<file path="config.mk">
export PLATFORM = sky130hd
export DESIGN_NAME = button_conditioner
export DESIGN_NICKNAME = d
export VERILOG_FILES = /design/src/rtl/button_conditioner.sv
export SDC_FILE = /design/constraint.sdc
export NUM_CORES = 1
export LEC_CHECK = 0
export CAP_MARGIN = 20
export CORE_AREA = 2 2 184 186
export DETAILED_ROUTE_END_ITERATION = 10
export DIE_AREA = 0 0 186 188
export GPL_ROUTABILITY_DRIVEN = 0
export GPL_TIMING_DRIVEN = 0
export PLACE_DENSITY = 0.62
export SLEW_MARGIN = 30
export SYNTH_ARGS = -nofsm -noshare
export SYNTH_HDL_FRONTEND = slang
export SYNTH_SLANG_ARGS = --single-unit
</file>
<file path="constraint.sdc">
create_clock -name clk -period 4.35 [get_ports clk]
set_input_delay 0.87 -clock clk [delete_from_list [all_inputs] [get_ports clk]]
set_output_delay 0.87 -clock clk [all_outputs]
set_load 0.1 [all_outputs]
</file>
<file path="src/rtl/button_conditioner.sv">
`default_nettype none
// ============================================================================
// Module   : button_conditioner
// Purpose  : Per-channel push-button conditioning: 2-flop synchronizer,
//            polarity normalisation, debounce, press/release edge pulses,
//            and a hold FSM that emits a long-press pulse followed by
//            periodic auto-repeat pulses while the button stays held.
// Revision : 1.0  initial release
// ============================================================================
module button_conditioner #(
    parameter int N_CH            = 4,
    parameter int DEBOUNCE_CYCLES = 800000,
    parameter int ACTIVE_LOW      = 1,
    parameter int HOLD_CYCLES     = 40000000,
    parameter int REPEAT_CYCLES   = 10000000
) (
    input  logic            clk,
    input  logic            rst,
    input  logic [N_CH-1:0] btn_raw,
    output logic [N_CH-1:0] btn_level,
    output logic [N_CH-1:0] press_pulse,
    output logic [N_CH-1:0] release_pulse,
    output logic [N_CH-1:0] long_pulse,
    output logic [N_CH-1:0] repeat_pulse
);

    // Counter widths: each counter only ever reaches its terminal value
    // (parameter - 1) before clearing, so it never wraps.
    localparam int c_DB_W   = $clog2(DEBOUNCE_CYCLES + 1);
    localparam int c_HOLD_W = $clog2(HOLD_CYCLES + 1);
    localparam int c_REP_W  = $clog2(REPEAT_CYCLES + 1);

    localparam logic [c_DB_W-1:0]   c_DB_LAST   = c_DB_W'(DEBOUNCE_CYCLES - 1);
    localparam logic [c_HOLD_W-1:0] c_HOLD_LAST = c_HOLD_W'(HOLD_CYCLES - 1);
    localparam logic [c_REP_W-1:0]  c_REP_LAST  = c_REP_W'(REPEAT_CYCLES - 1);

    // Raw pin level that corresponds to "not pressed".
    localparam logic c_RELEASED = (ACTIVE_LOW != 0) ? 1'b1 : 1'b0;

    typedef enum logic [1:0] {
        ST_IDLE    = 2'd0,
        ST_PRESSED = 2'd1,
        ST_HELD    = 2'd2
    } hold_state_t;

    for (genvar i = 0; i < N_CH; i++) begin : g_ch
        logic                r_sync1;
        logic                r_sync2;
        logic [c_DB_W-1:0]   r_db_cnt;
        logic                r_level;
        logic                r_press;
        logic                r_release;
        logic                w_s;
        logic                w_diff;
        logic                w_toggle;
        logic                w_press_acc;
        logic                w_rel_acc;

        hold_state_t         r_state;
        hold_state_t         w_state_nxt;
        logic [c_HOLD_W-1:0] r_hold_cnt;
        logic [c_HOLD_W-1:0] w_hold_nxt;
        logic [c_REP_W-1:0]  r_rep_cnt;
        logic [c_REP_W-1:0]  w_rep_nxt;
        logic                r_long;
        logic                w_long_nxt;
        logic                r_repeat;
        logic                w_repeat_nxt;

        // Synchronized pressed-level and debounce terminal-count decode.
        assign w_s         = r_sync2 ^ c_RELEASED;
        assign w_diff      = (w_s != r_level);
        assign w_toggle    = w_diff && (r_db_cnt == c_DB_LAST);
        assign w_press_acc = w_toggle && !r_level;
        assign w_rel_acc   = w_toggle &&  r_level;

        // Synchronizer, debounce counter, debounced level and edge pulses.
        always_ff @(posedge clk) begin
            if (rst) begin
                r_sync1   <= c_RELEASED;
                r_sync2   <= c_RELEASED;
                r_db_cnt  <= '0;
                r_level   <= 1'b0;
                r_press   <= 1'b0;
                r_release <= 1'b0;
            end else begin
                r_sync1   <= btn_raw[i];
                r_sync2   <= r_sync1;
                r_press   <= w_press_acc;
                r_release <= w_rel_acc;
                if (!w_diff) begin
                    r_db_cnt <= '0;
                end else if (w_toggle) begin
                    r_db_cnt <= '0;
                    r_level  <= ~r_level;
                end else begin
                    r_db_cnt <= r_db_cnt + 1'b1;
                end
            end
        end

        // Hold FSM state, counters and long/repeat pulse registers.
        always_ff @(posedge clk) begin
            if (rst) begin
                r_state    <= ST_IDLE;
                r_hold_cnt <= '0;
                r_rep_cnt  <= '0;
                r_long     <= 1'b0;
                r_repeat   <= 1'b0;
            end else begin
                r_state    <= w_state_nxt;
                r_hold_cnt <= w_hold_nxt;
                r_rep_cnt  <= w_rep_nxt;
                r_long     <= w_long_nxt;
                r_repeat   <= w_repeat_nxt;
            end
        end

        // Hold FSM next state; an accepted release always beats a
        // long/repeat terminal count on the same edge.
        always_comb begin
            w_state_nxt  = r_state;
            w_hold_nxt   = r_hold_cnt;
            w_rep_nxt    = r_rep_cnt;
            w_long_nxt   = 1'b0;
            w_repeat_nxt = 1'b0;
            case (r_state)
                ST_IDLE: begin
                    w_hold_nxt = '0;
                    w_rep_nxt  = '0;
                    if (w_press_acc) begin
                        w_state_nxt = ST_PRESSED;
                    end
                end
                ST_PRESSED: begin
                    if (w_rel_acc) begin
                        w_state_nxt = ST_IDLE;
                        w_hold_nxt  = '0;
                        w_rep_nxt   = '0;
                    end else if (r_hold_cnt == c_HOLD_LAST) begin
                        w_state_nxt = ST_HELD;
                        w_long_nxt  = 1'b1;
                        w_hold_nxt  = '0;
                        w_rep_nxt   = '0;
                    end else begin
                        w_hold_nxt = r_hold_cnt + 1'b1;
                    end
                end
                ST_HELD: begin
                    if (w_rel_acc) begin
                        w_state_nxt = ST_IDLE;
                        w_hold_nxt  = '0;
                        w_rep_nxt   = '0;
                    end else if (r_rep_cnt == c_REP_LAST) begin
                        w_repeat_nxt = 1'b1;
                        w_rep_nxt    = '0;
                    end else begin
                        w_rep_nxt = r_rep_cnt + 1'b1;
                    end
                end
                default: begin
                    w_state_nxt = ST_IDLE;
                    w_hold_nxt  = '0;
                    w_rep_nxt   = '0;
                end
            endcase
        end

        assign btn_level[i]     = r_level;
        assign press_pulse[i]   = r_press;
        assign release_pulse[i] = r_release;
        assign long_pulse[i]    = r_long;
        assign repeat_pulse[i]  = r_repeat;
    end

endmodule
`default_nettype wire

</file>
After elaboration in Yosys (flattened, before gate mapping)
Cells that the tools add are included. W data, S select, Z words.

Register bits: 316. Input port bits: 6. Output and inout bits: 20. Logic and storage cells: 216.

Add/sub/neg operators: 12. Eq/ne operators: 36. Mux-type cells: 64. Bitwise gates (word level): 20. Reductions and logical operators: 40.

Operators with widths (count): $mux W24 (16); $mux W26 (12); $pmux W26 S2 (4); $pmux W24 S2 (4); $add A26 B1 Y26 const B (4); $eq A26 B26 Y1 const B (4); $add A24 B1 Y24 const B (4); $eq A24 B24 Y1 const B (4); $add A20 B1 Y20 const B (4); $eq A20 B20 Y1 const B (4); $reduce_or A3 Y1 (12); $mux W2 (16); $pmux W2 S3 (4); $not A1 Y1 (20); $ne A2 B2 Y1 const B (8); $logic_and A1 B1 Y1 (12); $ne A3 B3 Y1 const B (4); $reduce_and A3 Y1 (4); $eq A2 B1 Y1 const B (4); $eq A2 B2 Y1 const B (4); $logic_not A2 Y1 (4); $mux W1 (8); $reduce_and A2 Y1 (4); $logic_not A1 Y1 (4); $ne A1 B1 Y1 (4).

Longest topological paths before layout
Depth in word-level cells: 6. Mapped depth: 10. Mapped depth without buffers: 7.

Worst setup path after synthesis
No wires, ideal clock.

Kind: reg-to-reg. Start point: reg g_ch[3].r_db_cnt[0]. End point: reg g_ch[3].r_rep_cnt[16]. Setup time: 0.070 ns. Arrival: 2.205 ns. Required time: 4.280 ns. Slack: 2.074 ns. Cell stages (with the launch flop): 9. Path buffers: 1. Clock period less this slack: 2.276 ns. Cells stage by stage: dfxtp_1 -> ha_1 -> nand2_1 -> or3_1 -> buf_2 -> nor3_4 -> o211ai_2 -> or4b_2 -> a21oi_1.

Longest elaborated chain between the ends: 5. Elaborated cells between the ends (all ways): 7. Those cells by class: 2 x eq/ne; 3 x mux; 2 x reduce/logical.

Ends and longest elaborated chain: from (decl) (RTL line 49) `logic [c_DB_W-1:0] r_db_cnt;`; from (signal assigned) (RTL line 97) `r_db_cnt <= r_db_cnt + 1'b1;`; $eq A20 B20 Y1 * (RTL line 73) `assign w_toggle = w_diff && (r_db_cnt == c_DB_LAST);`; $logic_and A1 B1 Y1 * (RTL line 73); $logic_and A1 B1 Y1 * (RTL line 75) `assign w_rel_acc = w_toggle && r_level;`; $mux W24 (on tied branches) (RTL line 150, 136); $pmux W24 S2 (RTL line 127) `case (r_state)`; to (signal assigned) (RTL line 113) `r_rep_cnt <= w_rep_nxt;`; to (decl) (RTL line 63) `logic [c_REP_W-1:0] r_rep_cnt;`.

Every way passes the cells marked *; elsewhere a longest branch is shown, timed or not. A chain may end at the register's enable or synchronous reset.

Worst setup path after layout
Start point: reg g_ch[2].r_level. End point: out btn_level[2].

RTL lines: from (decl) (RTL line 50) `logic r_level;`; from (signal assigned) (RTL line 95) `r_level <= ~r_level;`; to (decl) (RTL line 20) `output logic [N_CH-1:0] btn_level,`.

No word-level cell between the ends.

==> summary.txt <==
STA
  – Slew HR: 34.04%
  – Final worst slack: 1.181 ns
  – Transition time of the tightest slew-check pin: 0.9863 ns
  – Setup TNS: 0 ns
  – RSZ-0062 raised after global routing: no
  – Final Setup Violations: 0
  – Crit share post-route: 72.85%
  – Max-slew violations: 0
  – Final hold viol count: 0
  – Post-Route Skew: 0.01602 ns
  – Max Fclk: 315.6 MHz
  – Min Clock Period, post-route: 3.169 ns

Route
  – Drt drc: 0
  – Post-DR vias/cell: 5.351
  – Total length of routed wires: 31,160 µm
  – Routed Antenna Nets: 0
  – DR vias: 12,050
  – Starting DRC count in detailed routing: 673
  – DR WL/cell: 13.84 µm
  – Drt pass-1 iters: 5

Finish
  – Layout area overhead: 13.61%
  – Share of post-route cells with drive strength above 1: 6.541%
  – Non-filler cells, final: 2,252
  – Finished Cell Area: 16,640 µm²
  – Ant. Diodes: 0
  – Fill cells: 3,177
  – # nets final: 1,797
  – Final Util: 50.26%

Clock network
  – Worst skew pair latency: 0.52 ns
  – CTS resizes: 0
  – TritonCTS Buffers: 36
  – Clock Path Buffers: 3
  – Clock slew seen by the registers of the worst setup and hold paths: 0.06 ns
  – # clock sinks: 316
  – Root buffer cell: clkbuf_16
  – Postcts setup bufs: 0
  – CTS tree: done
  – Post-CTS Hold Fix Bufs: 0
  – Max H-tree Level: 2

Placed design
  – PortBufs: 24
  – DP Cell Count: 2,189
  – Dpl hpwl: 21,440 µm
  – Place WS: 1.425 ns
  – Placed inst area: 15,450 µm²

Floorplan
  – DIE WIDTH: 186 µm
  – Ports: 26
  – Starting Density: 44.24%
  – Core area: 33,110 µm²
  – Chip height: 188 µm
  – Die ar.: 34,970 µm²
  – Rows: 67

Yosys
  – Post-synth EDFFs: 0
  – XOR/XNOR Fraction of Synth Area: 12.32%
  – Syn_area_per_cell: 8.532 µm²
  – Post-Synth Adder-Cell Area: 1.025%
  – Top_reg_cell synth: dfxtp_1
  – Main combinational cell family by area after synthesis: simple AND/OR/NAND/NOR gates
  – Commonest cells in the netlist: dfxtp_1 (316), nor2_1 (262), xor2_1 (113)
  – Yosys top cell by area: dfxtp_1
  – Synthesized flop and latch total: 316
  – Ys Warns: 0
  – Post-synth top area share: 43.18%
  – Mapped Nets: 1,735
  – Distinct cells, synth: 65
  – Simple-Gate Fraction of Synth Area: 30.71%
  – Synth top area cells: dfxtp_1 (43%), xor2_1 (6.8%), nor2_1 (6.7%)
  – Mux contribution to synthesized area: 0.3502%
  – Cell with the most instances after synthesis: dfxtp_1
  – Register area share after synthesis: 43.18%
  – Ys async rst share: 0%
  – Compound-Gate Fraction of Synth Area: 8.678%
  – Netlist Area Pre-Place: 14,650 µm²
  – Post-Synthesis Cells: 1,717

GRT
  – Largest net degree at the start of global routing: 15
  – First-pass GRT wire length: 54,060 µm
  – Vias in the first global route: 11,410
  – Total gr overflow: 0
  – Initial antenna violation count: 0
  – Tot GR Track Use: 18.17%

Critical path
  – Crit path kind: flip-flop to output port
  – Critical Path Max Stage Delay: 1.12 ns
  – Cell Chain, Critical Path: buf_4, clkdlybuf4s50_1
  – Worst endpoint required time: 3.48 ns
  – Worst Setup End Kind: output port
  – Worst-path maximum fanout: 7
  – Setup crit start kind: flip-flop
  – Critical path's slowest cell: clkdlybuf4s50_1
  – Crit path arrival time: 2.30 ns

Power and ir drop
  – Leak Pwr: 5.062 nW
  – P per Cell Area: 358.8 nW/µm²
  – VDD IR max: 0.0002446 V

Min path
  – Hold Path Class: flip-flop to flip-flop

Flow run
  – Max Cap Violations: 0

Outcome
  – Status: finished, final reports clean
cell families (layout without fill, tap and decap cells):
| family | count (synthesis) | count (layout) |
|---|---|---|
| AOI/OAI and AO/OA | 206 | 206 |
| xor gates and xnor gates | 206 | 206 |
| adders and majority gates | 12 | 12 |
| buffers and inverters | 123 | 210 |
| DFF | 316 | 316 |
| muxes | 5 | 5 |
| and+or+nand+nor | 849 | 849 |
routing by layer:
| metal | part of all wire [%] | GRT usage [%] | wire length [µm] | vias to the layer above |
|---|---|---|---|---|
| li1 | - | - | - | 6190 |
| met1 | 50 | 25.27 | 15520 | 5665 |
| met2 | 45 | 29.28 | 13950 | 148 |
| met3 | 3.3 | 2.622 | 1018 | 48 |
| met4 | 2.2 | 5.088 | 672 | 0 |
| met5 | 0 | 0 | 0 | - |
where the power goes:
part | total, mW | leakage [nW] | switching, mW | internal, mW
Clock | 3.04 | 0.588 | 1.20 | 1.84
Sequential | 2.90 | 2.55 | 0.00236 | 2.90
Combinational | 0.0314 | 1.93 | 0.0219 | 0.00957
Total | 5.97 | 5.06 | 1.22 | 4.75
path summary, 6_finish.rpt:
| check | startpoint | to | slack (ns) | depth (start not counted) |
|---|---|---|---|---|
| max | g_ch[2].r_level$_SDFFE_PP0P_ | btn_level[2] | 1.18 | 2 |
| min | g_ch[3].r_sync1$_SDFF_PP1_ | g_ch[3].r_sync2$_SDFF_PP1_ | 0.41 | 1 |
| max reg2reg | g_ch[2].r_hold_cnt[0]$_SDFFE_PP0P_ | g_ch[2].r_rep_cnt[21]$_SDFFE_PP0P_ | 1.38 | 8 |
| min reg2reg | g_ch[3].r_sync1$_SDFF_PP1_ | g_ch[3].r_sync2$_SDFF_PP1_ | 0.41 | 1 |
area by class of cell:
| cell class | instances | area, µm² | share of cell area [%] |
|---|---|---|---|
| Clock buffer | 48 | 1027 | 6.172 |
| Timing Repair Buffer | 24 | 240.2 | 1.443 |
| Clock inverter | 15 | 166.4 | 0.9998 |
| Multi-Input combinational cell | 1278 | 7775 | 46.71 |
| Sequential cell | 316 | 6326 | 38.01 |
| Inverter | 35 | 131.4 | 0.7894 |
| Tap cell | 448 | 560.5 | 3.368 |
| Buffer | 88 | 416.7 | 2.503 |
sequential cells by signal (all words and copies together), names as in the netlist:
register / flops
g_ch.r_db_cnt: 80
g_ch.r_hold_cnt: 104
g_ch.r_level: 4
g_ch.r_long: 4
g_ch.r_press: 4
g_ch.r_release: 4
g_ch.r_rep_cnt: 96
g_ch.r_repeat: 4
g_ch.r_state: 8
g_ch.r_sync1: 4
g_ch.r_sync2: 4
critical path: cells and delay by family (launching register included):
family | cells | cell delay, ns
buffers and inverters | 2 | 1.28
DFF | 1 | 0.49
metrics by stage:
stage          power [mW]  hold slack [ns]
3_5_place_dp        2.997           0.3936
5_1_grt             6.186           0.4206
4_1_cts             6.067           0.4068
2_1_floorplan       2.982           0.3895
3_3_place_gp        2.997           0.3924
6_report            5.971           0.4069
placed cells by master (no fill, tap or decap), drive strengths merged, types with 35 or more instances in the layout:
master and count:
dfxtp 316, o21ai 62, nor2 262, clkbuf 102, nand2 101, or3 52
xor2 113, xnor2 93, inv 37, and3 49, a21oi 73, nand3 92
nor4 35, nor3 48, nand4 75
Note: power is estimated with default switching activity, not from simulation.
